## src/rtl/sram_arbiter_if.sv

```systemverilog
// Bus bundle between the I/D requesters, the arbiter and a single-port SRAM.
// master = requesters plus SRAM data return; slave = the arbiter.
interface sram_arbiter_if #(
    parameter int unsigned AWIDTH = 12
);
    logic              I_REQ;
    logic [AWIDTH-1:0] I_ADDR;
    logic              I_ACK;
    logic              I_RVALID;
    logic [31:0]       I_RDATA;

    logic              D_REQ;
    logic              D_WE;
    logic [3:0]        D_BE;
    logic [AWIDTH-1:0] D_ADDR;
    logic [31:0]       D_WDATA;
    logic              D_ACK;
    logic              D_RVALID;
    logic [31:0]       D_RDATA;

    logic              M_CSN;
    logic              M_WEN;
    logic [AWIDTH-1:0] M_ADDR;
    logic [3:0]        M_BE;
    logic [31:0]       M_DI;
    logic [31:0]       M_DOUT;

    modport master (
        output I_REQ, I_ADDR, D_REQ, D_WE, D_BE, D_ADDR, D_WDATA, M_DOUT,
        input  I_ACK, I_RVALID, I_RDATA, D_ACK, D_RVALID, D_RDATA,
        input  M_CSN, M_WEN, M_ADDR, M_BE, M_DI
    );

    modport slave (
        input  I_REQ, I_ADDR, D_REQ, D_WE, D_BE, D_ADDR, D_WDATA, M_DOUT,
        output I_ACK, I_RVALID, I_RDATA, D_ACK, D_RVALID, D_RDATA,
        output M_CSN, M_WEN, M_ADDR, M_BE, M_DI
    );
endinterface

```

## src/rtl/sram_arbiter.sv

```systemverilog
// Arbitrates an instruction read port and a data read/write port onto one SRAM.
// Default: D priority with I starvation guard; define SRAM_ARB_RR_EN for round-robin.
module sram_arbiter #(
    parameter int unsigned AWIDTH     = 12,
    parameter int unsigned STARVE_MAX = 4
) (
    input  logic          CLK,
    input  logic          RSTN,
    sram_arbiter_if.slave bus
);
    localparam logic [AWIDTH-1:0] ADDR_ZERO = '0;

    logic grant_i;
    logic grant_d;
    logic rd_accept;
    logic rd_pend;
    logic rd_owner_i;

`ifdef SRAM_ARB_RR_EN
    logic last_i;
`else
    localparam int unsigned CW = (STARVE_MAX < 1) ? 1 : $clog2(STARVE_MAX + 1);
    localparam logic [CW-1:0] STARVE_LIM = CW'(STARVE_MAX);
    logic [CW-1:0] starve_cnt;
`endif

    // Grant selection; nothing is granted while reset is asserted.
    always_comb begin
        grant_i = 1'b0;
        grant_d = 1'b0;
        if (RSTN) begin
            if (bus.I_REQ && bus.D_REQ) begin
`ifdef SRAM_ARB_RR_EN
                grant_i = ~last_i;
`else
                grant_i = (starve_cnt == STARVE_LIM);
`endif
                grant_d = ~grant_i;
            end else begin
                grant_i = bus.I_REQ;
                grant_d = bus.D_REQ;
            end
        end
    end

    // SRAM command mux, idle values when nobody is granted.
    always_comb begin
        bus.M_CSN  = 1'b1;
        bus.M_WEN  = 1'b1;
        bus.M_ADDR = ADDR_ZERO;
        bus.M_BE   = 4'h0;
        bus.M_DI   = 32'h0;
        if (grant_i) begin
            bus.M_CSN  = 1'b0;
            bus.M_ADDR = bus.I_ADDR;
            bus.M_BE   = 4'hF;
        end else if (grant_d) begin
            bus.M_CSN  = 1'b0;
            bus.M_WEN  = ~bus.D_WE;
            bus.M_ADDR = bus.D_ADDR;
            bus.M_BE   = bus.D_BE;
            bus.M_DI   = bus.D_WDATA;
        end
    end

    assign bus.I_ACK  = grant_i;
    assign bus.D_ACK  = grant_d;
    assign rd_accept  = grant_i | (grant_d & ~bus.D_WE);

    // Read-return tracking and arbitration history.
    always_ff @(posedge CLK or negedge RSTN) begin
        if (!RSTN) begin
            rd_pend    <= 1'b0;
            rd_owner_i <= 1'b0;
`ifdef SRAM_ARB_RR_EN
            last_i     <= 1'b0;
`else
            starve_cnt <= '0;
`endif
        end else begin
            rd_pend    <= rd_accept;
            rd_owner_i <= grant_i;
`ifdef SRAM_ARB_RR_EN
            if (grant_i || grant_d) begin
                last_i <= grant_i;
            end
`else
            if (bus.I_REQ && !grant_i) begin
                if (starve_cnt != STARVE_LIM) begin
                    starve_cnt <= starve_cnt + CW'(1);
                end
            end else begin
                starve_cnt <= '0;
            end
`endif
        end
    end

    // SRAM data is presented in the cycle after the read was accepted.
    assign bus.I_RVALID = rd_pend & rd_owner_i;
    assign bus.D_RVALID = rd_pend & ~rd_owner_i;
    assign bus.I_RDATA  = bus.I_RVALID ? bus.M_DOUT : 32'h0;
    assign bus.D_RDATA  = bus.D_RVALID ? bus.M_DOUT : 32'h0;
endmodule

```

## src/flat_wrapper.sv

```systemverilog
// flat-port wrapper written by rule: the top's interface ports become plain ports
module sram_arbiter_flat 
#(
    parameter int unsigned AWIDTH     = 12,
    parameter int unsigned STARVE_MAX = 4
)
  (CLK, RSTN, bus_I_REQ, bus_I_ADDR, bus_D_REQ, bus_D_WE, bus_D_BE, bus_D_ADDR, bus_D_WDATA, bus_M_DOUT, bus_I_ACK, bus_I_RVALID, bus_I_RDATA, bus_D_ACK, bus_D_RVALID, bus_D_RDATA, bus_M_CSN, bus_M_WEN, bus_M_ADDR, bus_M_BE, bus_M_DI);
  sram_arbiter_if #(.AWIDTH(AWIDTH)) bus_i ();
  input  logic CLK;
  input  logic RSTN;
  input wire logic [$bits(bus_i.I_REQ)-1:0] bus_I_REQ;
  input wire logic [$bits(bus_i.I_ADDR)-1:0] bus_I_ADDR;
  input wire logic [$bits(bus_i.D_REQ)-1:0] bus_D_REQ;
  input wire logic [$bits(bus_i.D_WE)-1:0] bus_D_WE;
  input wire logic [$bits(bus_i.D_BE)-1:0] bus_D_BE;
  input wire logic [$bits(bus_i.D_ADDR)-1:0] bus_D_ADDR;
  input wire logic [$bits(bus_i.D_WDATA)-1:0] bus_D_WDATA;
  input wire logic [$bits(bus_i.M_DOUT)-1:0] bus_M_DOUT;
  output wire logic [$bits(bus_i.I_ACK)-1:0] bus_I_ACK;
  output wire logic [$bits(bus_i.I_RVALID)-1:0] bus_I_RVALID;
  output wire logic [$bits(bus_i.I_RDATA)-1:0] bus_I_RDATA;
  output wire logic [$bits(bus_i.D_ACK)-1:0] bus_D_ACK;
  output wire logic [$bits(bus_i.D_RVALID)-1:0] bus_D_RVALID;
  output wire logic [$bits(bus_i.D_RDATA)-1:0] bus_D_RDATA;
  output wire logic [$bits(bus_i.M_CSN)-1:0] bus_M_CSN;
  output wire logic [$bits(bus_i.M_WEN)-1:0] bus_M_WEN;
  output wire logic [$bits(bus_i.M_ADDR)-1:0] bus_M_ADDR;
  output wire logic [$bits(bus_i.M_BE)-1:0] bus_M_BE;
  output wire logic [$bits(bus_i.M_DI)-1:0] bus_M_DI;
  assign bus_i.I_REQ = bus_I_REQ;
  assign bus_i.I_ADDR = bus_I_ADDR;
  assign bus_i.D_REQ = bus_D_REQ;
  assign bus_i.D_WE = bus_D_WE;
  assign bus_i.D_BE = bus_D_BE;
  assign bus_i.D_ADDR = bus_D_ADDR;
  assign bus_i.D_WDATA = bus_D_WDATA;
  assign bus_i.M_DOUT = bus_M_DOUT;
  assign bus_I_ACK = bus_i.I_ACK;
  assign bus_I_RVALID = bus_i.I_RVALID;
  assign bus_I_RDATA = bus_i.I_RDATA;
  assign bus_D_ACK = bus_i.D_ACK;
  assign bus_D_RVALID = bus_i.D_RVALID;
  assign bus_D_RDATA = bus_i.D_RDATA;
  assign bus_M_CSN = bus_i.M_CSN;
  assign bus_M_WEN = bus_i.M_WEN;
  assign bus_M_ADDR = bus_i.M_ADDR;
  assign bus_M_BE = bus_i.M_BE;
  assign bus_M_DI = bus_i.M_DI;
  sram_arbiter #(.AWIDTH(AWIDTH), .STARVE_MAX(STARVE_MAX)) u_core (.CLK(CLK), .RSTN(RSTN), .bus(bus_i));
endmodule
```

## config.mk

```make
export PLATFORM = sky130hd
export DESIGN_NAME = sram_arbiter_flat
export DESIGN_NICKNAME = d
export VERILOG_FILES = /design/src/rtl/sram_arbiter_if.sv /design/src/rtl/sram_arbiter.sv /design/src/flat_wrapper.sv
export SDC_FILE = /design/constraint.sdc
export NUM_CORES = 1
export LEC_CHECK = 0
export BUFFER_PORTS_ARGS = -buffer_cell sky130_fd_sc_hd__buf_2
export CORE_ASPECT_RATIO = 0.7
export CORE_MARGIN = 10
export CORE_UTILIZATION = 27
export CTS_BUF_LIST = sky130_fd_sc_hd__clkbuf_4
export DETAILED_ROUTE_END_ITERATION = 8
export PLACE_DENSITY = 0.93
export SYNTH_ARGS = -nofsm -noshare
export SYNTH_HDL_FRONTEND = slang
export SYNTH_SLANG_ARGS = --single-unit
export TNS_END_PERCENT = 1
```

## constraint.sdc

```tcl
create_clock -name CLK -period 1.8 [get_ports CLK]
set_input_delay 0.27 -clock CLK [delete_from_list [all_inputs] [get_ports CLK]]
set_output_delay 0.27 -clock CLK [all_outputs]
set_load 0.02 [all_outputs]
```

# Word-level counts from Yosys, hierarchy flattened
# Index checks and enable logic that the tools add are counted.
# totals
regBits	5
latchBits	0
mem_bits_rw	0
romBits	0
in_bits	97
output_inout_bits	118
elab_cells	35
memories	0
# op_classes
addsub	1
mul	0
n_div	0
order_cmp	0
n_eq_ne	3
shifts	0
muxes	18
n_bitwise	7
reduce_logical	3
# op_table
operator	n
$mux W32	4
$mux W12	2
$mux W1	8
$mux W4	2
$mux W3	2
$add A3 B1 Y3 const B	1
$and A1 B1 Y1	3
$eq A3 B3 Y1 const B	1
$ne A3 B3 Y1 const B	1
$not A1 Y1	3
$logic_and A1 B1 Y1	2
$ne A2 B2 Y1 const B	1
$logic_not A1 Y1	1
$or A1 B1 Y1	1

# Logic depth before layout (Yosys ltp)
# depth
word_depth	6
depth_mapped	6
mapped_depth_nobuf	5

# Worst setup path before layout
# OpenSTA, ideal clock, no wires.
# synth_timing
path_type	register to output
start	register u_core.starve_cnt[0]
end	output bus_M_ADDR[10]
arrival_time_ns	1.441
required_ns	1.530
path_slack_ns	0.089
stages_incl_launch_ff	7
path_buffers	1
cell_sequence	dfrtp_1 -> inv_1 -> ha_1 -> nand2_2 -> a21oi_2 -> buf_6 -> a22o_1
# synth_between
elab_cells_between_ends	8
cone_classes	1 x eq/ne; 6 x mux; 1 x bitwise
# synth_lines
element	line_no	source
start, declared	sram_arbiter.sv:24	logic [CW-1:0] starve_cnt;
start signal, assigned	sram_arbiter.sv:90	starve_cnt <= starve_cnt + CW'(1);
$eq A3 B3 Y1	sram_arbiter.sv:36	grant_i = (starve_cnt == STARVE_LIM);
$mux W1	sram_arbiter.sv:32	if (bus.I_REQ && bus.D_REQ) begin
$mux W1	sram_arbiter.sv:31	if (RSTN) begin
net bus_I_ACK	flat_wrapper.sv:19	output wire logic [$bits(bus_i.I_ACK)-1:0] bus_I_ACK;
$mux W12	sram_arbiter.sv:53	if (grant_i) begin
end, declared	flat_wrapper.sv:27	output wire logic [$bits(bus_i.M_ADDR)-1:0] bus_M_ADDR;
# The timed path passes the listed nets, and every way through them passes these cells.

# Worst setup path in the final report
# layout_timing
start	register u_core.starve_cnt[0]
end	output bus_M_ADDR[9]
# layout_between
elab_chain_cells	6
elab_cells_between_ends	8
cone_classes	1 x eq/ne; 6 x mux; 1 x bitwise
# layout_lines
element	line_no	source
$eq A3 B3 Y1 (*)	sram_arbiter.sv:36	
$not A1 Y1	sram_arbiter.sv:38	grant_d = ~grant_i;
$mux W1	sram_arbiter.sv:32	
$mux W1	sram_arbiter.sv:31	
$mux W12	sram_arbiter.sv:57	end else if (grant_d) begin
$mux W12 (*)	sram_arbiter.sv:53	
# Every way passes the cells marked *; elsewhere a longest branch is shown, timed or not.

==> impl_metrics.csv <==
group,metric,value,unit
grt,grt_max_degree,41,
timing,worstMarginPinSlew,0.2811,ns
power,p_per_area,343.5,mW/mm²
detailed_routing,drc,0,
critical_path,rrSetupSlack,0.48,ns
floorplan,coreArea,0.004018,mm²
final_layout,nets,477,
floorplan,initial_core_util,0.2865,
placement,postPlaceCellArea,0.002248,mm²
synthesis,avgSynthCellArea,6.976,µm²
timing,hold_viol,0,
critical_path,crit_top_cell,"buf_6",
detailed_routing,antenna_left,0,
cts,numCtsBuffers,3,
power,pwr-share-comb,0.702,
grt,antenna_found_initial,0,
placement,port_buffers,214,
timing,finalSetupViolCount,15,
final_layout,drive_gt1_frac,0.6313,
placement,dpl.hpwl,6.498,mm
final_layout,area.growth.synth_to_final,127.3,%
synthesis,netlist.area_leader.share,0.3533,
critical_path,cp_max_fo,8,
critical_path,start_kind,"register",
floorplan,die_area,0.007317,mm²
outcome,failed_checks,"setup timing",
timing,fin_ws,-0.06693,ns
final_layout,fillers,370,
floorplan,io_pins,215,
timing,finalClockSkew,0.003817,ns
cts,clockBufferDepth,2,
grt,grt_pass1_vias,2024,
synthesis,yosys-top-cells-area,"and2_1, and3_1, dfrtp_1, a22o_1, buf_6",
critical_path,cp-end-kind,"primary output",
synthesis,synthCells,165,
synthesis,ys_types,23,
timing,post-route-period-util,1.037,
timing,slew_violations,0,
final_layout,utilization,0.6512,
grt,grt_pass1_wl,11.54,mm
synthesis,syn_area,0.001151,mm²
timing,period_minus_slack,1.867,ns
placement,pre_cts_slack,0.01973,ns
floorplan,num_rows,19,
cts,cts_root_buf,"clkbuf_4",
detailed_routing,first_pass_iters,4,
power,pwr-share-clk,0.158,
detailed_routing,routed_via_density,4.650,
final_layout,multiInputGateArea,943.4,µm²
critical_path,arrival,1.60,ns
placement,globalplace.congestion,0.8482,
synthesis,synth_nets,264,
synthesis,ys_warn_count,0,
synthesis,yosys.area.top_type,"and2_1",
synthesis,ys_ff_latch,5,
critical_path,cpMaxStageDelayCell,"dfrtp_1",
final_layout,post-route-cell-area,0.002616,mm²
timing,hold_ws,0.2424,ns
detailed_routing,drt-total-wl,7.985,mm
final_layout,finalNonFillerCells,429,
final_layout,n_antenna_cell,0,
job,cap_violations,0,
critical_path,required,1.53,ns
detailed_routing,drt_iter0_markers,61,
critical_path,ff2ff_path_depth,7,
power,vdd_ir_drop_max,0.5380,mV
floorplan,die_h,74.63,µm
worst_hold_path,min_to,"u_core.rd_pend",
cts,clock_sinks,5,
critical_path,r2r-end,"u_core.starve_cnt[2]",
cts,clk_pin_slew_worst_paths,0.04,ns
grt,grt.total_usage,0.1903,
timing,max_slew_margin,0.8106,
critical_path,path_cells,"inv_2 > ha_4 > nand2_4 > a21oi_4 > buf_6 > a22o_1 > buf_6",
cts,clock_latency,0.24,ns
final_layout,seq_area,125.1,µm²
power,p_leak,1.695,nW
critical_path,path_class,"register to primary output",
power,switching_power,0.3898,mW
synthesis,ys_seq_area_frac,0.1087,
outcome,status,"finished, violations left",
power,p_seq_frac,0.140,
power,switching_share,0.4338,
critical_path,crit_buf_inv,3,
worst_hold_path,hp-start,"bus_D_WE",
placement,placedCellCount,422,
worst_hold_path,hp-class,"primary input to register",
worst_hold_path,hold_depth,2,
critical_path,reg2reg_from,"u_core.starve_cnt[0]",
timing,rsz0062_at_grt,"yes",
cts,cts_htree_levels,1,
cts,cts_tree,"yes",
timing,timing.fmax,0.5356,GHz
floorplan,die_x,98.04,µm
detailed_routing,num_vias,1995,
critical_path,critPathTopFamily,"flip-flops",
detailed_routing,avgRoutedWirePerCell,18.61,µm
critical_path,crit_path_max_incr_delay,0.40,ns
grt,grt_overflow,0,
power,p_int,0.5089,mW
## timing repair
item / in CTS / in global routing
hold buffers: 1 / 0
endpoints found under the hold margin: 5 / 0
endpoints found under the setup margin: 51 / 51
setup buffers: 0 / 2
gates resized for setup: 95 / 6
pin swaps: 9 / 12
## sequential cells by signal, summed over array words and instances, names as in the netlist
register and cells:
u_core.rd_owner_i 1, u_core.rd_pend 1, u_core.starve_cnt 3
## per-layer routing
metal	vias up	part of all wire	track usage
met5	-	0	0
met4	0	0.014	0.02251
met3	10	0.074	0.04022
met2	87	0.59	0.3993
met1	918	0.33	0.1967
li1	980	-	-
## cell usage after synthesis
cell type / instances
a21bo_1: 1
a21oi_1: 4
a21oi_2: 1
a22o_1: 12
a31oi_4: 1
and2_1: 65
and2b_1: 1
and3_1: 32
buf_2: 2
buf_4: 1
buf_6: 5
clkbuf_1: 8
dfrtp_1: 5
ha_1: 2
inv_1: 3
nand2_1: 11
nand2_2: 1
nand2_4: 1
nand3_1: 1
nor2_1: 1
nor3_1: 1
o21ai_0: 3
o22ai_1: 3
## final cells by class
| type | count | area share |
|---|---|---|
| repair buffers | 224 | 0.5509 |
| multi-input cells | 141 | 0.3606 |
| flip-flops and latches | 5 | 0.04782 |
| well taps | 52 | 0.02487 |
| clock buffers | 4 | 0.01148 |
| inverters | 3 | 0.004304 |
## logic make-up (layout without fill, tap and decap cells)
| group | Yosys count | in the layout | share of synthesized area |
|---|---|---|---|
| AND/OR/NAND/NOR | 114 | 114 | 0.5967 |
| AO/OA/AOI/OAI | 25 | 25 | 0.1728 |
| buffers and inverters | 19 | 231 | 0.1000 |
| flip-flops | 5 | 5 | 0.1087 |
| adder cells (fa/ha/maj) | 2 | 2 | 0.02174 |
## worst max path at each step
stage | from | endpoint | slack (ns) | cells after the start
finish | u_core.starve_cnt[0] | bus_M_ADDR[9] | -0.07 | 7
detailed placement | u_core.starve_cnt[0] | bus_M_ADDR[9] | 0.02 | 7
floorplan | u_core.starve_cnt[0] | bus_M_ADDR[10] | 0.09 | 6
global placement | u_core.starve_cnt[0] | bus_M_ADDR[6] | 0.07 | 7
global route | u_core.starve_cnt[0] | bus_M_ADDR[9] | -0.14 | 7
CTS | u_core.starve_cnt[0] | bus_M_ADDR[9] | -0.07 | 7
## stage by stage
step,total power [mW],TNS [ns]
after floorplan,0.4269,0
after global placement,0.6535,0
after detailed placement,0.6672,0
after CTS,0.8886,-1.264
after global routing,0.9551,-3.677
final,0.8988,-0.5162
## worst reg2reg max path: stages, from the launching register on
cell,delay [ns]
dfrtp_1,0.40
inv_2,0.09
ha_4,0.17
nand2_4,0.07
a21oi_4,0.18
buf_6,0.15
buf_4,0.11
nor3_1,0.04
## power by group through the flow
stage	clock [mW]	sequential [mW]	combinational, mW
floorplan	0	0.128	0.299
global placement	0	0.126	0.527
detailed placement	0	0.127	0.540
CTS	0.145	0.126	0.617
global route	0.152	0.127	0.676
finish	0.142	0.126	0.631
## cells in the final DEF, fill, tap and decap left out, drive strengths merged
cell,synthesis,routed
and2,65,65
inv,3,3
nor3,1,1
ha,2,2
a21bo,1,1
clkbuf,8,4
o21ai,3,3
buf,8,223
and3,32,32
nand3,1,1
dlygate4sd3,0,1
o22ai,3,3
nor2,1,1
nand2,13,13
dfrtp,5,5
a21oi,5,5
and2b,1,1
a31oi,1,1
a22o,12,12
Note: power is estimated with default switching activity, not from simulation.
